[src/rtl/lcd_pkg.sv]
// Shared constants, state encoding and helpers for the character LCD controller.
package lcd_pkg;

    localparam int unsigned STATE_W = 3;

    // Main controller states
    localparam logic [STATE_W-1:0] ST_PWR   = 3'd0;
    localparam logic [STATE_W-1:0] ST_INIT  = 3'd1;
    localparam logic [STATE_W-1:0] ST_IDLE  = 3'd2;
    localparam logic [STATE_W-1:0] ST_SETUP = 3'd3;
    localparam logic [STATE_W-1:0] ST_PULSE = 3'd4;
    localparam logic [STATE_W-1:0] ST_HOLD  = 3'd5;
    localparam logic [STATE_W-1:0] ST_WAIT  = 3'd6;
    localparam logic [STATE_W-1:0] ST_WRAP  = 3'd7;

    // HD44780 instruction codes
    localparam logic [7:0] CMD_FUNC_SET = 8'h38;
    localparam logic [7:0] CMD_DISP_ON  = 8'h0C;
    localparam logic [7:0] CMD_ENTRY    = 8'h06;
    localparam logic [7:0] CMD_CLEAR    = 8'h01;
    localparam logic [7:0] CMD_DDRAM    = 8'h80;
    localparam logic [7:0] LINE1_BASE   = 8'h40;

    localparam int unsigned INIT_LEN = 4;

    // Clear and home need the long execution wait
    function automatic logic is_long_cmd(input logic [7:0] cmd);
        return (cmd == 8'h01) || (cmd == 8'h02) || (cmd == 8'h03);
    endfunction

    // Power-on init sequence, issued in index order
    function automatic logic [7:0] init_cmd(input logic [1:0] idx);
        logic [7:0] cmd;
        case (idx)
            2'd0:    cmd = CMD_FUNC_SET;
            2'd1:    cmd = CMD_DISP_ON;
            2'd2:    cmd = CMD_ENTRY;
            default: cmd = CMD_CLEAR;
        endcase
        return cmd;
    endfunction

    // Largest of three cycle counts, used to size the shared timer
    function automatic int unsigned max3(input int unsigned a, input int unsigned b,
                                         input int unsigned c);
        int unsigned m;
        m = a;
        if (b > m) m = b;
        if (c > m) m = c;
        return m;
    endfunction

endpackage

[src/rtl/lcd_wait_timer.sv]
// Loadable down-counter: runs load_val cycles after start, done_c marks the last one.
module lcd_wait_timer #(
    parameter int unsigned W        = 8,
    parameter int unsigned RST_LOAD = 1
) (
    input  logic         clk,
    input  logic         rst_n,
    input  logic         start,
    input  logic [W-1:0] load_val,
    output logic         done_c
);

    logic [W-1:0] cnt_q, cnt_d;
    logic         run_q, run_d;

    // Load on start, otherwise count down to zero and stop
    always_comb begin
        cnt_d = cnt_q;
        run_d = run_q;
        if (start) begin
            cnt_d = load_val - W'(1);
            run_d = 1'b1;
        end else if (run_q) begin
            if (cnt_q == '0) begin
                run_d = 1'b0;
            end else begin
                cnt_d = cnt_q - W'(1);
            end
        end
    end

    // Counter registers; reset leaves the power-on wait already running
    always_ff @(posedge clk or negedge rst_n) begin
        if (!rst_n) begin
            cnt_q <= W'(RST_LOAD - 1);
            run_q <= 1'b1;
        end else begin
            cnt_q <= cnt_d;
            run_q <= run_d;
        end
    end

    assign done_c = run_q && (cnt_q == '0);

endmodule

[src/rtl/lcd_ctrl.sv]
// HD44780-class 8-bit write-only LCD controller with init sequencing and cursor tracking.
module lcd_ctrl
    import lcd_pkg::*;
#(
    parameter int unsigned COLS       = 16,
    parameter int unsigned LINES      = 2,
    parameter int unsigned E_CYCLES   = 25,
    parameter int unsigned SHORT_WAIT = 2000,
    parameter int unsigned LONG_WAIT  = 82000,
    parameter int unsigned PWR_WAIT   = 750000
) (
    input  logic                       clk,
    input  logic                       rst_n,
    input  logic                       in_valid,
    output logic                       in_ready,
    input  logic                       in_rs,
    input  logic [7:0]                 in_data,
    output logic                       init_done,
    output logic                       lcd_e,
    output logic                       lcd_rs,
    output logic                       lcd_rw,
    output logic [7:0]                 lcd_data,
    output logic                       cur_line,
    output logic [$clog2(COLS+1)-1:0]  cur_col
);

    localparam int unsigned CW = $clog2(COLS + 1);
    localparam int unsigned TW = $clog2(max3(PWR_WAIT, LONG_WAIT, E_CYCLES) + 1);

    localparam logic [TW-1:0] E_LOAD     = TW'(E_CYCLES);
    localparam logic [TW-1:0] SHORT_LOAD = TW'(SHORT_WAIT);
    localparam logic [TW-1:0] LONG_LOAD  = TW'(LONG_WAIT);
    localparam logic [CW-1:0] COL_LAST   = CW'(COLS - 1);

    logic [STATE_W-1:0] state_q, state_d;
    logic [1:0]         idx_q, idx_d;
    logic               long_q, long_d;
    logic               wrap_q, wrap_d;
    logic               init_done_q, init_done_d;
    logic               in_ready_q, in_ready_d;
    logic               lcd_e_q, lcd_e_d;
    logic               lcd_rs_q, lcd_rs_d;
    logic [7:0]         lcd_data_q, lcd_data_d;
    logic               line_q, line_d;
    logic [CW-1:0]      col_q, col_d;

    logic               tmr_start_c;
    logic [TW-1:0]      tmr_load_c;
    logic               tmr_done_c;
    logic [1:0]         next_idx_c;
    logic [7:0]         wrap_cmd_c;

    // Shared timer for power-on wait, E pulse width and post-write wait
    lcd_wait_timer #(
        .W        (TW),
        .RST_LOAD (PWR_WAIT)
    ) u_timer (
        .clk      (clk),
        .rst_n    (rst_n),
        .start    (tmr_start_c),
        .load_val (tmr_load_c),
        .done_c   (tmr_done_c)
    );

    assign next_idx_c = idx_q + 2'd1;
    assign wrap_cmd_c = CMD_DDRAM | (((LINES == 32'd2) && line_q) ? LINE1_BASE : 8'h00);

    // Next-state, bus payload, cursor tracking and registered output decode
    always_comb begin
        state_d     = state_q;
        idx_d       = idx_q;
        long_d      = long_q;
        wrap_d      = wrap_q;
        init_done_d = init_done_q;
        lcd_rs_d    = lcd_rs_q;
        lcd_data_d  = lcd_data_q;
        line_d      = line_q;
        col_d       = col_q;
        tmr_start_c = 1'b0;
        tmr_load_c  = E_LOAD;

        case (state_q)
            ST_PWR: begin
                if (tmr_done_c) begin
                    state_d    = ST_INIT;
                    idx_d      = 2'd0;
                    lcd_rs_d   = 1'b0;
                    lcd_data_d = init_cmd(2'd0);
                    long_d     = is_long_cmd(init_cmd(2'd0));
                end
            end
            // All three act as the one-cycle setup ahead of the E pulse
            ST_INIT, ST_SETUP, ST_WRAP: begin
                state_d     = ST_PULSE;
                tmr_start_c = 1'b1;
                tmr_load_c  = E_LOAD;
            end
            ST_PULSE: begin
                if (tmr_done_c) state_d = ST_HOLD;
            end
            ST_HOLD: begin
                state_d     = ST_WAIT;
                tmr_start_c = 1'b1;
                tmr_load_c  = long_q ? LONG_LOAD : SHORT_LOAD;
            end
            ST_WAIT: begin
                if (tmr_done_c) begin
                    if (!init_done_q) begin
                        if (idx_q == 2'(INIT_LEN - 1)) begin
                            init_done_d = 1'b1;
                            state_d     = ST_IDLE;
                        end else begin
                            idx_d      = next_idx_c;
                            state_d    = ST_INIT;
                            lcd_rs_d   = 1'b0;
                            lcd_data_d = init_cmd(next_idx_c);
                            long_d     = is_long_cmd(init_cmd(next_idx_c));
                        end
                    end else if (wrap_q) begin
                        wrap_d     = 1'b0;
                        state_d    = ST_WRAP;
                        lcd_rs_d   = 1'b0;
                        lcd_data_d = wrap_cmd_c;
                        long_d     = 1'b0;
                    end else begin
                        state_d = ST_IDLE;
                    end
                end
            end
            ST_IDLE: begin
                if (in_valid) begin
                    state_d    = ST_SETUP;
                    lcd_rs_d   = in_rs;
                    lcd_data_d = in_data;
                    long_d     = !in_rs && is_long_cmd(in_data);
                    if (in_rs) begin
                        if (col_q == COL_LAST) begin
                            wrap_d = 1'b1;
                            col_d  = '0;
                            line_d = (LINES == 32'd2) ? !line_q : 1'b0;
                        end else begin
                            col_d = col_q + CW'(1);
                        end
                    end else if (is_long_cmd(in_data)) begin
                        line_d = 1'b0;
                        col_d  = '0;
                    end else if (in_data[7]) begin
                        line_d = (LINES == 32'd2) ? in_data[6] : 1'b0;
                        col_d  = (32'(in_data[5:0]) >= COLS) ? COL_LAST : CW'(in_data[5:0]);
                    end
                end
            end
            default: state_d = ST_PWR;
        endcase

        in_ready_d = (state_d == ST_IDLE);
        lcd_e_d    = (state_d == ST_PULSE);
    end

    // State and output registers
    always_ff @(posedge clk or negedge rst_n) begin
        if (!rst_n) begin
            state_q     <= ST_PWR;
            idx_q       <= 2'd0;
            long_q      <= 1'b0;
            wrap_q      <= 1'b0;
            init_done_q <= 1'b0;
            in_ready_q  <= 1'b0;
            lcd_e_q     <= 1'b0;
            lcd_rs_q    <= 1'b0;
            lcd_data_q  <= 8'h00;
            line_q      <= 1'b0;
            col_q       <= '0;
        end else begin
            state_q     <= state_d;
            idx_q       <= idx_d;
            long_q      <= long_d;
            wrap_q      <= wrap_d;
            init_done_q <= init_done_d;
            in_ready_q  <= in_ready_d;
            lcd_e_q     <= lcd_e_d;
            lcd_rs_q    <= lcd_rs_d;
            lcd_data_q  <= lcd_data_d;
            line_q      <= line_d;
            col_q       <= col_d;
        end
    end

    assign in_ready  = in_ready_q;
    assign init_done = init_done_q;
    assign lcd_e     = lcd_e_q;
    assign lcd_rs    = lcd_rs_q;
    assign lcd_rw    = 1'b0;
    assign lcd_data  = lcd_data_q;
    assign cur_line  = line_q;
    assign cur_col   = col_q;

endmodule

[config.mk]
export PLATFORM = sky130hd
export DESIGN_NAME = lcd_ctrl
export DESIGN_NICKNAME = d
export VERILOG_FILES = /design/src/rtl/lcd_pkg.sv /design/src/rtl/lcd_wait_timer.sv /design/src/rtl/lcd_ctrl.sv
export SDC_FILE = /design/constraint.sdc
export NUM_CORES = 1
export LEC_CHECK = 0
export BUFFER_PORTS_ARGS = -buffer_cell sky130_fd_sc_hd__buf_2
export CORE_MARGIN = 2
export CORE_UTILIZATION = 55
export DETAILED_ROUTE_END_ITERATION = 8
export GPL_TIMING_DRIVEN = 1
export PLACE_DENSITY = 0.79
export SLEW_MARGIN = 10
export SYNTH_ARGS = -nofsm -noshare
export SYNTH_HDL_FRONTEND = slang
export SYNTH_HIERARCHICAL = 1
export SYNTH_SLANG_ARGS = --single-unit
[constraint.sdc]
create_clock -name clk -period 5 [get_ports clk]
set_clock_uncertainty 0.1 [all_clocks]
set_input_delay 0.5 -clock clk [delete_from_list [all_inputs] [get_ports clk]]
set_output_delay 0.5 -clock clk [all_outputs]
set_load 0.02 [all_outputs]
==> Word-level counts from Yosys, hierarchy flattened <==
Cells that the tools add are included.
{ "totals": {"out_inout_bits": 19, "input_bits": 12, "elab_cells": 137, "reg_bits": 46} }
{ "classes": {"muxes": 63, "magnitude_cmp": 1, "addsub": 4, "n_eq_ne": 31, "reduce_logical": 25} }
{ "ops": {"columns": ["cell", "n"], "rows": [
  ["$mux 8", 9],
  ["$mux 20", 3],
  ["$mux 17", 2],
  ["$eq 8x2->1 const B", 4],
  ["$mux 1", 25],
  ["$mux 5", 5],
  ["$pmux 8 s3", 1],
  ["$logic_not 20->1", 1],
  ["$sub 20x1->20 const B", 1],
  ["$mux 3", 6],
  ["$ne 2x2->1 const B", 9],
  ["$pmux 3 s6", 1],
  ["$pmux 6 s3", 1],
  ["$sub 17x1->18 const B", 1],
  ["$eq 8x1->1 const B", 2],
  ["$eq 3x3->1 const B", 5],
  ["$reduce_and 6->1", 2],
  ["$mux 2", 5],
  ["$eq 3x2->1 const B", 3],
  ["$mux 7", 1],
  ["$ge 6x5->1 const B", 1],
  ["$ne 3x3->1 const B", 2],
  ["$pmux 1 s3", 2],
  ["$reduce_bool 2->1", 3],
  ["21 further kinds", 29]
]} }

==> Longest topological paths before layout <==
{ "depth": {"word_depth": 14, "mapped_depth": 13, "ltp_nobuf": 9} }

==> Modules after synthesis <==
The synthesis kept the hierarchy.
{ "modules_own_cells": {"columns": ["module", "seq_area_each_um2", "area_per_inst_um2", "cells_each", "n_inst"], "rows": [
  ["lcd_wait_timer", 543.0, 1690.4, 183, 1],
  ["lcd_ctrl", 625.6, 1526.5, 150, 1]
]} }

==> Worst setup path before layout <==
OpenSTA, ideal clock, no wires.
{ "synth_path": {"kind": "flip-flop to flip-flop", "start": "reg state_q[0]", "end": "reg u_timer.cnt_q[14]", "path_stages_with_launch": 14, "t_required_ns": 4.820, "slack_ns": 0.937, "setup_ns": 0.080, "arrival_time_ns": 3.884, "cell_sequence": "dfrtp_1 -> clkbuf_1 -> buf_6 -> clkbuf_1 -> clkbuf_1 -> buf_1 -> buf_1 -> mux2i_1 -> ha_1 -> o21ai_0 -> nor4_2 -> and3_1 -> nand2_1 -> a32o_1"} }
{ "synth_via": {"elab_chain_cells": 5, "elab_cells_between_ends": 12, "cone_classes": "add/sub (1); eq/ne (5); mux (3); reduce/logical (3)"} }
{ "synth_rtl": {"columns": ["item", "line", "rtl"], "rows": [
  ["start, declared", "lcd_ctrl.sv:35", "logic [STATE_W-1:0] state_q, state_d;"],
  ["start signal, assigned", "lcd_ctrl.sv:175", "state_q <= state_d;"],
  ["$eq 3x3->1 (tied with other cells)", "lcd_ctrl.sv:82", "case (state_q)"],
  ["$reduce_or 4->1 (no source line) (*)", null, null],
  ["$mux 1 (*)", "lcd_ctrl.sv:82", null],
  ["net tmr_start_c", "lcd_ctrl.sv:47", "logic tmr_start_c;"],
  ["$ne 2x2->1 (no source line) / $reduce_bool 2->1 (equally long branches)", null, null],
  ["$reduce_and 2->1 (no source line)", null, null],
  ["end signal, assigned", "lcd_wait_timer.sv:35", "cnt_q <= W'(RST_LOAD - 1);"],
  ["end signal, assigned", "lcd_wait_timer.sv:38", "cnt_q <= cnt_d;"],
  ["end, declared", "lcd_wait_timer.sv:13", "logic [W-1:0] cnt_q, cnt_d;"]
]} }
The timed path passes the listed nets; every way through them passes the cells marked *.
A chain may end at the register's enable or synchronous reset.

==> Final worst setup path <==
{ "layout_path": {"start": "reg state_q[2]", "end": "reg u_timer.cnt_q[14]"} }
{ "layout_via": {"elab_cells_between_ends": 12, "cone_classes": "add/sub (1); eq/ne (5); mux (3); reduce/logical (3)"} }
{ "layout_rtl": {"columns": ["item", "line", "rtl"], "rows": [
  ["$eq 3x3->1", "lcd_ctrl.sv:82", null],
  ["$mux 17", "lcd_ctrl.sv:82", null],
  ["net tmr_load_c[0]", "lcd_ctrl.sv:48", "logic [TW-1:0] tmr_load_c;"],
  ["$sub 17x1->18", "lcd_wait_timer.sv:21", "cnt_d = load_val - W'(1);"],
  ["$mux 20", "lcd_wait_timer.sv:20", "if (start) begin"]
]} }
The timed path passes the listed nets, and every way through them passes these cells.

==> results by group <==
Clock tree
  • CTS Buffer Depth: 2
  • H-tree Lvls: 2
  • Clock slew at reported path FFs: 0.09 ns
  • Clk_lat worst skew: 0.30 ns
  • PostCTS Resize Cnt: 0
  • CTS tree: done
  • Root buffer cell: clkbuf_8
  • # hold bufs at CTS: 0
  • Post-CTS Setup Bufs: 0
  • CTS buffer count: 5
  • Num Clock Sinks: 46

Detailed routing
  • ANT nets after route: 0
  • WL final: 7030 µm
  • Vias per inst: 5.77
  • DRC viols: 0
  • Pre-antenna DRT Iters: 4
  • Vias: 2637
  • Routed length per instance: 15.4 µm
  • 1st-iter DRT viols: 206

Global route
  • First-pass GRT wire length: 11800 µm
  • Total track usage: 23.3%
  • Pin count of the biggest net entering global routing: 55
  • Initial antenna violation count: 0
  • Congestion Overflow GR: 0
  • Number of global-route vias before repair: 2479

Place
  • Final RePlAce weighted congestion: 0.825
  • Hpwl dp: 4900 µm
  • Port Buffers: 29
  • Area after DPL: 3470 µm²

Synth
  • Post-synthesis adder-cell area fraction: 2.33%
  • Multiplexer share of the synthesized area: 10.5%
  • Mapped Area: 3220 µm²
  • Area share of xor/xnor cells in the synthesized design: 8.98%
  • Main flop type after synthesis: dfrtp_1
  • Synth Instances: 333
  • Post-Synth Simple-Gate Area: 22.0%
  • Sequential-to-total area share from yosys stat: 36.3%
  • Syn_area_per_cell: 9.66 µm²
  • Main combinational cell family by area after synthesis: simple AND/OR/NAND/NOR gates
  • Flip-flop and latch count after synthesis: 46
  • Post-synthesis compound-gate area fraction: 15.4%
  • Yosys warns: 6
  • Post-synth EDFFs: 0
  • Dominant cell type by area after synthesis: dfrtp_1
  • Synth top area cells: dfrtp_1, dfstp_2, mux2i_1
  • Async S/R FF share, synth: 100%
  • Share of Yosys cell area claimed by the top area cell type: 24.9%
  • Synth unique cells: 67

STA
  • Fin. max-slew vios: 0
  • Slew HR: 31.8%
  • RSZ-0062 raised after global routing: no
  • Max Clk Rate: 281 MHz
  • Fin. Hold Viols: 0
  • Slew @ Worst Pin: 1.02 ns
  • # setup viols final: 0
  • Tmin final: 3.56 ns
  • WHS: 0.258 ns
  • Post-route setup TNS: 0 ns
  • Tcrit/Tclk final: 71.2%

Die
  • Chip width: 80.5 µm
  • Rows: 27
  • Initial core utilization: 57.7%
  • Core Box Area: 5570 µm²
  • Die area: 6480 µm²
  • Die Height: 80.5 µm
  • I/O pin cnt: 31

Worst setup path
  • Slowest-stage cell, CP: nor4_2
  • Worst endpoint required time: 5.14 ns
  • R2r startpoint: state_q[2]$_DFF_PN0_
  • Worst setup EP type: flop
  • CP arrival: 3.70 ns
  • CP Launch Type: flop
  • Worst Setup SP: state_q[2]$_DFF_PN0_
  • Setup CP Type: flop to flop
  • CP max FO: 18
  • Reg2reg end: u_timer/cnt_q[14]$_DFFE_PN1P_
  • Reg2reg path depth: 8
  • Cell chain of the critical path: nand3b_1 > mux2i_1 > ha_1 > o21ai_0 > nor4_2 > and3_1 > nand2_1 > a32o_1
  • Reg2reg setup slack: 1.44 ns
  • Max incr delay on CP: 0.89 ns
  • Worst Setup EP: u_timer/cnt_q[14]$_DFFE_PN1P_

Cells and area
  • Ant diodes: 0
  • Fill cells: 459
  • Nets: 402
  • Area Growth Syn to Fin: 11.3%
  • Layout cells sized above 1: 17.1%
  • Register Area: 1170 µm²
  • Final Cell Area: 3580 µm²
  • Multi-input logic area: 2030 µm²

Power
  • Total power: 0.00128 W
  • Peak supply drop: 0.000206 V
  • Leakage: 1.47 nW
  • Pwr/cell area: 357 nW/µm²

Worst hold path
  • Worst hold path type: input pin to async pin

Flow run
  • Max_cap viols: 0

Run status
  • Status: finished clean
worst max-delay path: cells and delay by family, from the launching register on:
| kind | cells | cell delay [ns] |
|---|---|---|
| mux | 1 | 0.30 |
| simple gates | 4 | 1.67 |
| flops | 1 | 0.73 |
| fa+ha+maj | 1 | 0.27 |
| compound gates | 2 | 0.43 |
sequential cells by signal (all words and copies together) (netlist names):
signal         flops
in_ready           1
lcd_data           8
long_q             1
wrap_q             1
state_q            3
idx_q              2
u_timer/run_q      1
cur_line           1
u_timer/cnt_q     20
lcd_rs             1
cur_col            5
lcd_e              1
init_done          1
how the worst min path moves through the flow:
stage	startpoint	endpoint	depth (start not counted)
after global placement	lcd_data[1]$_DFFE_PN0P_	lcd_data[1]$_DFFE_PN0P_	1
after CTS	rst_n	cur_col[4]$_DFFE_PN0P_	1
after floorplan	rst_n	cur_col[0]$_DFFE_PN0P_	0
final	rst_n	cur_col[4]$_DFFE_PN0P_	1
after detailed placement	lcd_data[3]$_DFFE_PN0P_	lcd_data[3]$_DFFE_PN0P_	1
after global routing	rst_n	cur_col[4]$_DFFE_PN0P_	1
Yosys cell counts (all sizes together) (4+ instances only):
library cell / count
xnor2: 18
mux2i: 18
mux2: 14
xor2: 15
clkbuf: 6
o41ai: 4
nand2b: 5
nand3: 9
dfstp: 14
nand2: 23
or4: 6
dfrtp: 32
nor4: 6
o21a: 4
ha: 6
inv: 8
nor2: 30
buf: 10
nor3b: 6
a21oi: 16
o21ai: 11
nor3: 22
cells in the final DEF (no fill, tap or decap), drive strengths merged, types with 3 or more instances in the layout:
cell type,count
a21oi,16
a221o,3
a31oi,3
and2,3
buf,30
clkbuf,7
conb,33
dfrtp,32
dfstp,14
ha,6
inv,8
mux2,14
mux2i,18
nand2,23
nand2b,5
nand3,9
nor2,30
nor2b,3
nor3,22
nor3b,6
nor4,6
o21a,4
o21ai,11
o41ai,4
or4,6
xnor2,18
xor2,15
per-stage QoR:
stage / worst slack (ns) / instances / util [%]
2_1_floorplan: 0.937 / 364 / -
3_3_place_gp: 1.73 / 449 / 62.3
3_5_place_dp: 1.56 / 449 / 62.3
4_1_cts: 1.52 / 457 / 64.2
5_1_grt: 1.19 / 457 / 64.2
6_report: 1.44 / 457 / 64.2
layer usage:
| metal | global-route usage [%] | part of all wire, % |
|---|---|---|
| met5 | 0 | 0 |
| met1 | 33.3 | 49 |
| met2 | 36.0 | 45 |
| met4 | 6.27 | 1.1 |
| met3 | 4.72 | 4.5 |
cell type report:
class                      count  area share (%)
clock inverter                 1           0.839
inverter                       8           0.839
multi-input combinational    293            56.7
timing repair buffer          30            4.26
tap                           72            2.52
clock buffer                   7            2.13
sequential                    46            32.7
logic make-up (layout without fill, tap and decap cells):
group	count (synthesis)	in the layout
buf+inv	25	46
mux	32	32
flops	46	46
compound gates	62	62
fa+ha+maj	6	6
other cells	2	33
xor+xnor	33	33
simple gates	127	127
power by group:
part | internal [W] | switching, W
Combinational | 0.000180 | 0.000224
Clock | 0.000150 | 0.000134
Sequential | 0.000488 | 0.0000999
Power figures use the tool's default switching activity.
